### src/rtl/cpu_writeback_unit.sv
`default_nettype none
// ============================================================================
// Module      : cpu_writeback_unit
// Description : Arbitrates single-cycle ALU results and buffered load results
//               onto the register file's single write port and tracks which
//               registers still wait on an outstanding load.
// Revision    : 1.0 - initial release
// ============================================================================
module cpu_writeback_unit #(
    parameter bit MORE_REGISTERS  = 1'b1,
    parameter int LOAD_FIFO_DEPTH = 2
) (
    input  logic        clk,
    input  logic        rst,
    input  logic        issue_load_valid,
    input  logic [4:0]  issue_load_rd,
    input  logic [4:0]  query_rs1,
    input  logic [4:0]  query_rs2,
    output logic        query_busy1,
    output logic        query_busy2,
    input  logic        alu_valid,
    input  logic [4:0]  alu_rd,
    input  logic [31:0] alu_data,
    input  logic        mem_valid,
    output logic        mem_ready,
    input  logic [4:0]  mem_rd,
    input  logic [31:0] mem_data,
    output logic        rf_wr,
    output logic [4:0]  rf_addr_wr,
    output logic [31:0] rf_data_wr,
    output logic        wb_idle
);

    localparam int                 c_PTR_W = (LOAD_FIFO_DEPTH > 1) ? $clog2(LOAD_FIFO_DEPTH) : 1;
    localparam int                 c_CNT_W = c_PTR_W + 1;
    localparam logic [c_CNT_W-1:0] c_DEPTH = c_CNT_W'(LOAD_FIFO_DEPTH);

    // Destination is writable: never x0, and never x16-x31 on the reduced file.
    function automatic logic f_rd_valid(input logic [4:0] rd);
        return (rd != 5'd0) && (MORE_REGISTERS || !rd[4]);
    endfunction

    // Load-result buffer storage and bookkeeping
    logic [4:0]         r_fifo_rd   [LOAD_FIFO_DEPTH];
    logic [31:0]        r_fifo_data [LOAD_FIFO_DEPTH];
    logic [c_PTR_W-1:0] r_head;
    logic [c_PTR_W-1:0] r_tail;
    logic [c_CNT_W-1:0] r_count;

    // Output stage and scoreboard
    logic               r_rf_wr;
    logic [4:0]         r_rf_addr;
    logic [31:0]        r_rf_data;
    logic               r_from_fifo;
    logic [31:0]        r_busy;

    logic               w_fifo_empty;
    logic               w_mem_ready;
    logic               w_push;
    logic               w_alu_sel;
    logic               w_pop;
    logic [31:0]        w_set_mask;
    logic [31:0]        w_clr_mask;

    assign w_fifo_empty = (r_count == '0);
    // Ready depends only on occupancy so a full buffer refuses a push even if
    // it pops in the same cycle.
    assign w_mem_ready  = !rst && (r_count < c_DEPTH);
    // Transfers to an invalid destination are consumed but never stored.
    assign w_push       = mem_valid && w_mem_ready && f_rd_valid(mem_rd);
    assign w_alu_sel    = alu_valid && f_rd_valid(alu_rd);
    assign w_pop        = !w_alu_sel && !w_fifo_empty;

    // A load-sourced commit releases its register at the end of the write cycle;
    // a new issue to the same register on that edge keeps it busy.
    assign w_set_mask   = (issue_load_valid && f_rd_valid(issue_load_rd))
                          ? (32'd1 << issue_load_rd) : 32'd0;
    assign w_clr_mask   = (r_rf_wr && r_from_fifo) ? (32'd1 << r_rf_addr) : 32'd0;

    // Load-result buffer: pointer and occupancy update
    always_ff @(posedge clk) begin
        if (rst) begin
            r_head  <= '0;
            r_tail  <= '0;
            r_count <= '0;
        end else begin
            if (w_push) begin
                r_tail <= r_tail + c_PTR_W'(1);
            end
            if (w_pop) begin
                r_head <= r_head + c_PTR_W'(1);
            end
            case ({w_push, w_pop})
                2'b10:   r_count <= r_count + c_CNT_W'(1);
                2'b01:   r_count <= r_count - c_CNT_W'(1);
                default: r_count <= r_count;
            endcase
        end
    end

    // Load-result buffer: data storage, contents are don't-care while empty
    always_ff @(posedge clk) begin
        if (w_push) begin
            r_fifo_rd[r_tail]   <= mem_rd;
            r_fifo_data[r_tail] <= mem_data;
        end
    end

    // Write-port stage: ALU first, then the oldest buffered load, else idle
    always_ff @(posedge clk) begin
        if (rst) begin
            r_rf_wr     <= 1'b0;
            r_rf_addr   <= 5'd0;
            r_rf_data   <= 32'd0;
            r_from_fifo <= 1'b0;
        end else if (w_alu_sel) begin
            r_rf_wr     <= 1'b1;
            r_rf_addr   <= alu_rd;
            r_rf_data   <= alu_data;
            r_from_fifo <= 1'b0;
        end else if (w_pop) begin
            r_rf_wr     <= 1'b1;
            r_rf_addr   <= r_fifo_rd[r_head];
            r_rf_data   <= r_fifo_data[r_head];
            r_from_fifo <= 1'b1;
        end else begin
            r_rf_wr     <= 1'b0;
            r_from_fifo <= 1'b0;
        end
    end

    // Scoreboard of registers awaiting a load result; x0 never marked busy
    always_ff @(posedge clk) begin
        if (rst) begin
            r_busy <= 32'd0;
        end else begin
            r_busy <= ((r_busy & ~w_clr_mask) | w_set_mask) & ~32'd1;
        end
    end

    assign query_busy1 = r_busy[query_rs1];
    assign query_busy2 = r_busy[query_rs2];
    assign mem_ready   = w_mem_ready;
    assign rf_wr       = r_rf_wr;
    assign rf_addr_wr  = r_rf_addr;
    assign rf_data_wr  = r_rf_data;
    assign wb_idle     = w_fifo_empty && !r_rf_wr && (r_busy == 32'd0);

endmodule
`default_nettype wire

### config.mk
export PLATFORM = sky130hd
export DESIGN_NAME = cpu_writeback_unit
export DESIGN_NICKNAME = d
export VERILOG_FILES = /design/src/rtl/cpu_writeback_unit.sv
export SDC_FILE = /design/constraint.sdc
export NUM_CORES = 1
export LEC_CHECK = 0
export ABC_AREA = 0
export CAP_MARGIN = 25
export CORE_MARGIN = 5
export CORE_UTILIZATION = 45
export DETAILED_ROUTE_END_ITERATION = 8
export GPL_TIMING_DRIVEN = 0
export PLACE_DENSITY = 0.75
export SLEW_MARGIN = 20
export SYNTH_ARGS = -nofsm -noshare
export SYNTH_HDL_FRONTEND = slang
export SYNTH_SLANG_ARGS = --single-unit
### constraint.sdc
create_clock -name clk -period 3.11 [get_ports clk]
set_clock_uncertainty 0.1 [all_clocks]
set_input_delay 0.622 -clock clk [delete_from_list [all_inputs] [get_ports clk]]
set_output_delay 0.622 -clock clk [all_outputs]
set_load 0.03 [all_outputs]
== Word level (Yosys, flattened, before mapping) ==
Memories as Yosys holds them, arrays and structs flattened. A register that Yosys moved wholly into a read port is not among the register bits.
Cells that the tools add are included.
W data, S select, Z words.

* Bits in registers: 75
* Output and inout port bits: 42
* Bits of input ports: 94
* Memories kept: 2
* Bits in writable memories: 74
* Word-level logic and storage cells: 65

{| class="wikitable"
|+ Memories
! memory !! depth !! bits a word !! read ports !! clocked after memory_dff !! write ports !! RTL line !! RTL
|-
| r_fifo_data || 2 || 32 || 1 || 1 || 1 || 45 || <nowiki>logic [31:0] r_fifo_data [LOAD_FIFO_DEPTH];</nowiki>
|-
| r_fifo_rd || 2 || 5 || 1 || 1 || 1 || 44 || <nowiki>logic [4:0] r_fifo_rd [LOAD_FIFO_DEPTH];</nowiki>
|}

* Reductions and logical operators: 21
* Equality and inequality tests: 2
* $lt $le $gt $ge: 3
* Shifts and indexed selects: 2
* Bitwise operators: 3
* Muxes and demuxes: 19
* $add $sub $neg: 4

{| class="wikitable"
|+ Operator list
! cell !! number
|-
| $mux W32 || 4
|-
| $shl A1 B5 Y32 const A || 2
|-
| $and A32 B32 Y32 || 1
|-
| $logic_not A32 Y1 || 1
|-
| $not A32 Y32 || 1
|-
| $or A32 B32 Y32 || 1
|-
| $reduce_bool A5 Y1 || 3
|-
| $lt A5 B6 Y1 const B || 2
|-
| $bmux W1 S5 || 2
|-
| $mux W1 || 10
|-
| $mux W5 || 2
|-
| $logic_and A1 B1 Y1 || 9
|-
| $logic_not A1 Y1 || 4
|-
| $pmux W2 S2 || 1
|-
| $reduce_bool A2 Y1 || 2
|-
| $add A1 B1 Y1 const B || 2
|-
| $add A2 B1 Y2 const B || 1
|-
| $eq A2 B1 Y1 const B || 1
|-
| $eq A2 B2 Y1 const B || 1
|-
| $logic_not A2 Y1 || 1
|-
| $lt A2 B2 Y1 const B || 1
|-
| $reduce_or A2 Y1 || 1
|-
| $sub A2 B1 Y2 const B || 1
|}

== Logic depth before layout (Yosys ltp) ==
Gate-level depths: netlist (run 1).

* Word-level depth: 6
* Mapped depth: 9
* Mapped depth without buffers: 7

== Least setup slack after synthesis (run 1) ==
Ideal clock, no wire load.

* Path kind: input -> register
* Start: in rst
* End: mem r_fifo_data[0][0] (enable)
* Arrival time: 2.973 ns
* Required time: 2.579 ns
* Path buffers: 0
* Path slack: -0.394 ns
* Stages: 3
* Cell sequence: nor2_1 > o211ai_1 > nor2_1

* Word-level cells in the longest chain between the ends: 6

{| class="wikitable"
|+ Ends and longest elaborated chain
! what !! RTL line !! RTL
|-
| from (decl) || 14 || <nowiki>input logic rst,</nowiki>
|-
| $logic_not A1 Y1 || 68 || <nowiki>assign w_mem_ready = !rst && (r_count < c_DEPTH);</nowiki>
|-
| $logic_and A1 B1 Y1 || 68 ||
|-
| $logic_and A1 B1 Y1 (2 in a row) || 70 || <nowiki>assign w_push = mem_valid && w_mem_ready && f_rd_valid(mem_rd);</nowiki>
|-
| $mux W1 || 103 || <nowiki>if (w_push) begin</nowiki>
|-
| $mux W1 (not written as such) || 105 || <nowiki>r_fifo_data[r_tail] <= mem_data;</nowiki>
|-
| to (decl) || 45 ||
|}

Every way passes these cells.

== Worst setup path after layout (run 1) ==
* Start: in alu_rd[1]
* End: reg r_count[1]

* Word-level cells in the longest chain between the ends: 6
* Elaborated cells on any way between the ends: 8
* Classes of those cells: eq/ne: 2; mux: 1; reduce/logical: 5

{| class="wikitable"
|+ Ends and longest elaborated chain
! what !! RTL line !! RTL
|-
| from (decl) || 22 || <nowiki>input logic [4:0] alu_rd,</nowiki>
|-
| $reduce_bool A5 Y1 * || 40 || <nowiki>return (rd != 5'd0) && (MORE_REGISTERS || !rd[4]);</nowiki>
|-
| $logic_and A1 B1 Y1 * || 71 || <nowiki>assign w_alu_sel = alu_valid && f_rd_valid(alu_rd);</nowiki>
|-
| $logic_not A1 Y1 * || 72 || <nowiki>assign w_pop = !w_alu_sel && !w_fifo_empty;</nowiki>
|-
| $logic_and A1 B1 Y1 * || 72 ||
|-
| via w_pop || 61 || <nowiki>logic w_pop;</nowiki>
|-
| $eq A2 B1 Y1 or $eq A2 B2 Y1 (tied branches) || 93 || <nowiki>case ({w_push, w_pop})</nowiki>
|-
| $pmux W2 S2 or $reduce_bool A2 Y1 (tied branches) || -- ||
|-
| to (signal assigned) || 94 || <nowiki>2'b10: r_count <= r_count + c_CNT_W'(1);</nowiki>
|-
| to (signal assigned) || 95 || <nowiki>2'b01: r_count <= r_count - c_CNT_W'(1);</nowiki>
|-
| to (signal assigned) || 96 || <nowiki>default: r_count <= r_count;</nowiki>
|-
| to (decl) || 48 || <nowiki>logic [c_CNT_W-1:0] r_count;</nowiki>
|}

Mark *: on every way through the listed nets, which the timed path passes. The rest lies on a longest branch.
A chain may end at the register's enable or synchronous reset.

==> impl_metrics.ini, run 1 <==
[floorplanning]
start_util_pct = 45.92
floorplan.rows = 43
ioPinCount = 136
die_x_um = 129.2
die_height_um = 129.2
floorplan.core_area_um2 = 13930
die-area_um2 = 16700

[clock_tree]
cts-root-buf = sky130_fd_sc_hd__clkbuf_16
cts_num_sinks = 149
cts_hold_buf = 0
insertion_delay_ns = 0.41
cts_bufs_inserted = 17
clk_pin_slew_worst_setup_hold_paths_ns = 0.06
cts_tree = built
clock_buffer_depth = 2
htreeDepth = 4

[placement]
routabilityCongestion = 0.9449
dp_hpwl_mm = 13.27
numPlacedInstances = 917
port-buffer-count = 131

[route]
wl_per_cell_um = 19.14
ant_nets = 0
drc = 0
routed_wl_mm = 18.13
vias = 5357
via_per_inst = 5.657
detail_route.iter0.violations = 375
detailedRoute.firstPassIterationCount = 6

[worst_hold_path]
hold_class = flop to flop
sink_of_the_worst_hold_path = r_busy[23]
timing.hold.worst.start = r_busy[23]
holdPathStages = 2

[timing]
fmax_mhz = 335.1
final.period_utilization_pct = 95.96
slew_violations = 0
grt_setup_unrepaired = no
setup_tns_ns = 0
report.final.setup_viol = 0
worst_slew_pin_slew_ns = 0.7447
slew_headroom_pct = 50.17
hold_fails_final_rpt = 0
final_period_minus_worst_setup_slack_ns = 2.984

[synth]
synth-edff-count = 74
synth_sequential_area_ratio_pct = 58.19
netlist_instances = 604
synth_cell_type_count = 37
synth_ff_type = sky130_fd_sc_hd__dfxtp_1
ys_ff_latch = 149
mappedNetlistNets = 699
yosys.area.top_type_share_pct = 34.73
synth_area_per_cell_um2 = 10.59
synthesis.area_um2 = 6399
post_synth_main_area_contributors = sky130_fd_sc_hd__edfxtp_1, sky130_fd_sc_hd__dfxtp_1, sky130_fd_sc_hd__mux2i_1
yosysWarningCount = 0
yosysTopAreaCell = sky130_fd_sc_hd__edfxtp_1
synth-async-reset-ratio_pct = 0

[worst_setup_path]
timing.reg2reg.worst_path_depth = 4
worst-path-buf-inv = 3
cpMaxStageDelayCell = sky130_fd_sc_hd__or4_4
cp_max_fo = 10
timing.setup.critical_path_class = primary input to flop
regToRegStartpoint = r_count[1]
worst_setup_path_start_kind = primary input
cp_data_required_time_ns = 3.34
worst_path_dominant_cell_family = simple AND/OR/NAND/NOR gates
setup.reg_to_reg.worst_slack_ns = 1.10
crit-reg2reg-capture = r_fifo_rd[0][3]
endpoint_kind = flop
critPathMaxStageDelay_ns = 0.54
worst-endpoint-arrival_ns = 3.21
crit_chain = clkdlybuf4s50_1 -> or4_4 -> o21a_1 -> buf_6 -> clkbuf_1 -> nor2_1 -> ha_1 -> or3_1 -> a21oi_1

[cells_and_area]
drive_above_1_share_pct = 7.301
mostFrequentLayoutCell = sky130_fd_sc_hd__clkdlybuf4s50_1
non_filler_instances = 947
num_antenna_cells = 0
layout_common_cells = sky130_fd_sc_hd__clkdlybuf4s50_1, sky130_fd_sc_hd__nand2_1, sky130_fd_sc_hd__a21oi_1
sequential_standard_cell_area_um2 = 3724
area_delta_synth_final_pct = 33.81
finalCoreUtilization_pct = 61.44
fin_nets = 849
multi_input_comb_area_um2 = 2506
fillers = 1115

[global_route]
final_global_route_overflow_total = 0
first_global_vias = 5638
grt_max_degree = 26
grt_antenna_before_repair = 0
globalRouteTotalUtil_pct = 22.06
grt_first_pass_wirelength_mm = 28.66

[pwr]
ir_worst_vdd_mv = 0.3913
power.static_leakage_nw = 2.881
powerDensity_nw_per_um2 = 696.3

[run]
timing.max_cap.violations = 0

[outcome]
status = finished clean
-- sequential cells by signal, summed over array words and instances (netlist names), 2 cells and up, named ones only --
| name | flops |
|---|---|
| r_fifo_data | 64 |
| rf_data_wr | 32 |
| r_busy | 31 |
| r_fifo_rd | 10 |
| rf_addr_wr | 5 |
| r_count | 2 |
-- routing by layer --
metal / vias up / wire, um / global-route usage, %
li1: 2521 / - / -
met1: 2612 / 7396 / 27.15
met2: 198 / 9054 / 37.26
met3: 26 / 1370 / 6.142
met4: 0 / 307 / 7.906
met5: - / 0 / 0
-- per-stage QoR --
step	area, um2	power (mW)	setup WS [ns]	hold WS (ns)
after floorplan	6399	3.357	-0.3941	0.3683
after global placement	7935	3.954	-1.471	0.3907
after detailed placement	7990	4.001	-0.5094	0.4072
after CTS	8564	5.987	0.006629	0.4153
after global routing	8562	6.226	0.03036	0.4368
final	8562	5.962	0.1256	0.4163
-- worst reg2reg max path: stages (launching register included) --
cell and delay (ns):
sky130_fd_sc_hd__dfxtp_1 0.34, sky130_fd_sc_hd__nor2_1 0.21, sky130_fd_sc_hd__o211ai_1 0.32, sky130_fd_sc_hd__nor2_4 0.47, sky130_fd_sc_hd__buf_12 0.26
-- worst max path at each step --
stage                 start                 to  slack [ns]  depth (start not counted)
2_1_floorplan           rst  r_fifo_data[0][0]       -0.39                          3
3_3_place_gp      mem_rd[0]  r_fifo_data[0][8]       -1.47                          4
3_5_place_dp   query_rs1[2]        query_busy1       -0.51                          7
4_1_cts        query_rs1[2]        query_busy1       0.007                          7
5_1_grt           alu_rd[1]         r_count[1]        0.03                          9
6_report          alu_rd[1]         r_count[1]        0.13                          9
-- kinds of logic (layout without fill, tap and decap cells) --
| logic type | count (synthesis) | in the layout | synth area share (%) |
|---|---|---|---|
| AND/OR/NAND/NOR | 186 | 186 | 13.06 |
| AO/OA/AOI/OAI | 161 | 161 | 14.55 |
| flip-flops | 149 | 149 | 58.19 |
| XOR/XNOR | 3 | 3 | 0.4107 |
| multiplexers | 61 | 61 | 10.72 |
| adder cells (fa/ha/maj) | 1 | 1 | 0.1955 |
| buffers and inverters | 43 | 206 | 2.874 |
-- what timing repair did --
action                                  in CTS  in global routing
resized for setup                            5                  6
endpoints found under the setup margin       3                  2
setup buffers                                0                  0
-- where the power goes --
part           leakage (nW)  internal [mW]  switching, mW
Combinational          1.31          0.626          0.971
Sequential             1.29           2.26          0.105
Clock                 0.279           1.19          0.811
-- cell usage after synthesis (all sizes together), types with 2 or more instances --
cell type	number
edfxtp	74
nor2	20
nand3b	3
clkbuf	26
a211oi	2
mux2i	55
mux4	6
nor4	9
inv	3
or3	4
o21ai	34
xnor2	2
nand4	4
nand2b	7
nor2b	6
o2111ai	2
o211ai	40
or4	3
nand3	10
buf	14
a21oi	78
dfxtp	75
nand4b	2
a22oi	4
nand2	112
nor3	3
-- final cells by class --
type                            count  share of cell area, %
Sequential cell                   149                  43.49
Multi-Input combinational cell    412                  29.27
Timing Repair Buffer              133                  15.65
Clock buffer                       19                  5.056
Tap cell                          180                  2.630
Buffer                             38                  2.017
Clock inverter                     13                  1.754
Inverter                            3                 0.1315
Note: power is estimated with default switching activity, not from simulation.
==> run 2, diff against run 1 <==
--- a/config.mk
+++ b/config.mk
@@ -11,7 +11,7 @@
 export CORE_UTILIZATION = 45
 export DETAILED_ROUTE_END_ITERATION = 8
 export GPL_TIMING_DRIVEN = 0
-export PLACE_DENSITY = 0.75
+export PLACE_DENSITY = 0.72
 export SLEW_MARGIN = 20
 export SYNTH_ARGS = -nofsm -noshare
 export SYNTH_HDL_FRONTEND = slang
==> constraint.sdc (replaced) <==
create_clock -name clk -period 3.17 [get_ports clk]
set_clock_uncertainty 0.1 [all_clocks]
set_input_delay 0.634 -clock clk [delete_from_list [all_inputs] [get_ports clk]]
set_output_delay 0.634 -clock clk [all_outputs]
set_load 0.03 [all_outputs]
==> impl_metrics.ini, run 2 (synthesis gave the netlist of run 1 again) <==
[outcome]
status = finished clean

[cells_and_area]
finalCoreUtilization_pct = 61.80
num_antenna_cells = 0
sequential_standard_cell_area_um2 = 3724
register_with_the_highest_flop_count = r_fifo_data
fillers = 1162
drive_above_1_share_pct = 6.910
stdcell_area_um2 = 8612
multi_input_comb_area_um2 = 2506
layout_common_cells = sky130_fd_sc_hd__clkdlybuf4s50_1, sky130_fd_sc_hd__nand2_1, sky130_fd_sc_hd__a21oi_1
fin_nets = 849
mostFrequentLayoutCell = sky130_fd_sc_hd__clkdlybuf4s50_1
area_delta_synth_final_pct = 34.59
non_filler_instances = 947
flip_flop_count_of_the_largest_register_after_layout = 64

[worst_setup_path]
cp_max_fo = 10
crit_chain = clkdlybuf4s50_1 -> buf_4 -> mux2i_1 -> a21oi_1 -> nand3_1 -> nand4_1 -> dlygate4sd2_1
worst_setup_path_start_kind = primary input
timing.setup.critical_path_class = primary input to primary output
endpoint_kind = primary output
worst-endpoint-arrival_ns = 2.35
critPathMaxStageDelay_ns = 0.54
cpMaxStageDelayCell = sky130_fd_sc_hd__clkdlybuf4s50_1
cp_data_required_time_ns = 2.44

[route]
via_per_inst = 5.569
detail_route.iter0.violations = 352
detailedRoute.firstPassIterationCount = 5
wl_per_cell_um = 18.79
drc = 0
ant_nets = 0
vias = 5274
routed_wl_mm = 17.79

[pwr]
p_total_mw = 5.946
power_frac_seq_pct = 38.9
power.share.combinational_pct = 26.3
power.static_leakage_nw = 2.906
power_switching_share_pct = 30.19
ir_worst_vdd_mv = 0.4316
powerDensity_nw_per_um2 = 690.5
clockPowerShare_pct = 34.8
netSwitchingPower_mw = 1.796
cell_internal_power_mw = 4.151

[global_route]
first_global_vias = 5461
grt_first_pass_wirelength_mm = 27.95
globalRouteTotalUtil_pct = 21.67
final_global_route_overflow_total = 0
grt_max_degree = 22
grt_antenna_before_repair = 0

[worst_hold_path]
hold_class = flop to flop

[timing]
hold_fails_final_rpt = 0
report.final.setup_viol = 0
final.period_utilization_pct = 97.22
slew_violations = 0
fmax_mhz = 324.5
final_period_minus_worst_setup_slack_ns = 3.082
finalWorstSetupSlack_ns = 0.08798
slew_headroom_pct = 55.35
hold_slack_ns = 0.4149
setup_tns_ns = 0
grt_setup_unrepaired = no
worst_slew_pin_slew_ns = 0.6668

[clock_tree]
insertion_delay_ns = 0.42
cts-root-buf = sky130_fd_sc_hd__clkbuf_16
clock_buffer_depth = 2
cts_bufs_inserted = 17
clk_pin_slew_worst_setup_hold_paths_ns = 0.06
cts_post_setup_buffers_inserted = 0
cts_tree = built
cts_num_sinks = 149
cts_hold_buf = 0
ctsResizeCount = 5
htreeDepth = 4

[floorplanning]
die_height_um = 129.2
floorplan.rows = 43
die-area_um2 = 16700
floorplan.core_area_um2 = 13930
die_x_um = 129.2
ioPinCount = 136
start_util_pct = 45.92

[placement]
numPlacedInstances = 917
port-buffer-count = 131
place_worst_setup_slack_ns = -0.5229
dp_hpwl_mm = 13.19
routabilityCongestion = 0.9488
postPlaceCellArea_um2 = 8005

[run]
timing.max_cap.violations = 0
-- run 2: final cells by class --
cell class              instances  share of cell area, %
repair buffers                133                  15.78
clock inverters                 8                  1.424
clock buffers                  24                  5.710
flip-flops and latches        149                  43.24
multi-input cells             412                  29.10
well taps                     180                  2.615
plain buffers                  38                  2.005
inverters                       3                 0.1308
-- run 2: critical path, delay by kind of cell --
family,cells,cell delay [ns]
and+or+nand+nor,2,0.18
AOI/OAI and AO/OA,1,0.10
muxes,1,0.29
buffers and inverters,3,1.14
-- run 2: power groups by stage --
stage | Sequential (mW) | Clock (mW) | Combinational, mW
global placement | 2.35 | 0 | 1.54
detailed placement | 2.35 | 0 | 1.58
CTS | 2.31 | 2.09 | 1.58
floorplan | 2.51 | 0 | 0.784
global route | 2.33 | 2.18 | 1.68
finish | 2.31 | 2.07 | 1.56
-- run 2: layer usage --
layer	wire length (um)	up-vias	global-route usage, %
met4	257	0	6.918
met2	8624	173	35.61
met1	7524	2549	26.92
met3	1386	23	7.543
met5	0	-	0
li1	-	2529	-
-- run 2: path summary, 6_finish.rpt --
| kind | startpoint | end | slack [ns] | depth (start not counted) |
|---|---|---|---|---|
| setup reg to reg | r_count[1] | r_fifo_data[1][0] | 1.11 | 4 |
| hold / removal | r_busy[10] | r_busy[10] | 0.41 | 2 |
| setup / recovery | query_rs2[2] | query_busy2 | 0.09 | 7 |
| hold reg to reg | r_busy[10] | r_busy[10] | 0.41 | 2 |
==> run 3, diff against run 2 <==
--- a/config.mk
+++ b/config.mk
@@ -8,10 +8,9 @@
 export ABC_AREA = 0
 export CAP_MARGIN = 25
 export CORE_MARGIN = 5
-export CORE_UTILIZATION = 45
+export CORE_UTILIZATION = 51
 export DETAILED_ROUTE_END_ITERATION = 8
-export GPL_TIMING_DRIVEN = 0
-export PLACE_DENSITY = 0.72
+export PLACE_DENSITY = 0.8
 export SLEW_MARGIN = 20
 export SYNTH_ARGS = -nofsm -noshare
 export SYNTH_HDL_FRONTEND = slang
==> impl_metrics.ini, run 3 (synthesis gave the netlist of run 1 again) <==
[cells_and_area]
flip_flop_count_of_the_largest_register_after_layout = 64
area_delta_synth_final_pct = 35.67
drive_above_1_share_pct = 8.533
fin_nets = 832
num_antenna_cells = 0
fillers = 908
layout_common_cells = sky130_fd_sc_hd__clkdlybuf4s50_1, sky130_fd_sc_hd__nand2_1, sky130_fd_sc_hd__a21oi_1
sequential_standard_cell_area_um2 = 3725
mostFrequentLayoutCell = sky130_fd_sc_hd__clkdlybuf4s50_1
multi_input_comb_area_um2 = 2517
register_with_the_highest_flop_count = r_fifo_data

[global_route]
grt_first_pass_wirelength_mm = 26.43
globalRouteTotalUtil_pct = 22.73
grt_max_degree = 76
final_global_route_overflow_total = 0
first_global_vias = 5292
grt_antenna_before_repair = 0

[route]
routed_wl_mm = 16.66
ant_nets = 0
detail_route.iter0.violations = 401
via_per_inst = 5.637
detailedRoute.firstPassIterationCount = 5
wl_per_cell_um = 18.07
vias = 5197
drc = 0

[timing]
hold_fails_final_rpt = 0
setup_tns_ns = 0
slew_headroom_pct = 47.18
fmax_mhz = 325.5
final_period_minus_worst_setup_slack_ns = 3.072
finalWorstSetupSlack_ns = 0.09786
worst_slew_pin_slew_ns = 0.7924
slew_violations = 0
grt_setup_unrepaired = no
report.final.setup_viol = 0
final.period_utilization_pct = 96.91

[clock_tree]
clk_pin_slew_worst_setup_hold_paths_ns = 0.06
cts_hold_buf = 0
cts-root-buf = sky130_fd_sc_hd__clkbuf_16
insertion_delay_ns = 0.41
clock_buffer_depth = 2
cts_num_sinks = 149
cts_post_setup_buffers_inserted = 0
htreeDepth = 4
cts_tree = built
cts_bufs_inserted = 17

[worst_setup_path]
worst_setup_path_start_kind = primary input
endpoint_kind = primary output
cp_data_required_time_ns = 2.44
worst-endpoint-arrival_ns = 2.34
cp_max_fo = 5
cp-startpoint = query_rs1[1]
timing.setup.critical_path_class = primary input to primary output

[floorplanning]
start_util_pct = 51.33
floorplan.rows = 41
ioPinCount = 136
floorplan.core_area_um2 = 12470
die_x_um = 122.0
die_height_um = 122.0
die-area_um2 = 14890

[pwr]
powerDensity_nw_per_um2 = 702.7
ir_worst_vdd_mv = 0.5027
power.static_leakage_nw = 2.957
p_total_mw = 6.100

[run]
timing.max_cap.violations = 0

[worst_hold_path]
timing.hold.worst.start = r_busy[26]
hold_class = flop to flop

[placement]
port-buffer-count = 135
dp_hpwl_mm = 11.75
routabilityCongestion = 0.9702
place_worst_setup_slack_ns = -0.3405

[outcome]
status = finished clean
[run 3: area by class of cell]
class	count	share of cell area (%)
clock buffers	18	4.944
repair buffers	154	17.66
flip-flops and latches	149	42.91
inverters	3	0.1297
well taps	172	2.479
clock inverters	14	2.883
multi-input cells	412	29.00
[run 3: power by group]
group | switching [mW] | internal (mW)
sequential | 0.144 | 2.21
clock | 0.794 | 1.49
combinational | 0.846 | 0.614
[run 3: what timing repair did]
action                                  in CTS  in global routing
endpoints found under the setup margin       3                  0
gates resized for setup                      5                  0
hold endpoints to repair                     0                  0
[run 3: worst paths after layout]
path                                       end  slack [ns]  cells past startpoint
worst min-delay path                r_busy[26]        0.41                      2
worst min register to register      r_busy[26]        0.41                      2
worst max register to register  rf_data_wr[20]        1.20                      5
worst max-delay path               query_busy1         0.1                      7
[run 3: metrics by stage]
step	instance area (um2)	util, %	hold slack [ns]	cells
floorplan	6399	-	0.3683	604
global placement	8008	64.24	0.3837	890
detailed placement	8008	64.24	0.4009	890
CTS	8681	69.64	0.4091	922
global route	8681	69.64	0.4459	922
finish	8681	69.64	0.4092	922
[run 3: worst max-delay path: stages]
cell                              delay (ns)
sky130_fd_sc_hd__clkdlybuf4s50_1        0.61
sky130_fd_sc_hd__buf_4                  0.18
sky130_fd_sc_hd__nor2_1                 0.06
sky130_fd_sc_hd__a211oi_1               0.23
sky130_fd_sc_hd__nand3_1                0.13
sky130_fd_sc_hd__nand4_1                0.10
sky130_fd_sc_hd__dlygate4sd2_1          0.40
[run 3: metal layers]
layer  vias up  track usage, %  wire (um)
met5         -               0          0
met4         0           8.333        348
met3        31           7.474       1305
met2       222           37.67       8076
met1      2451           27.79       6928
li1       2493               -          -
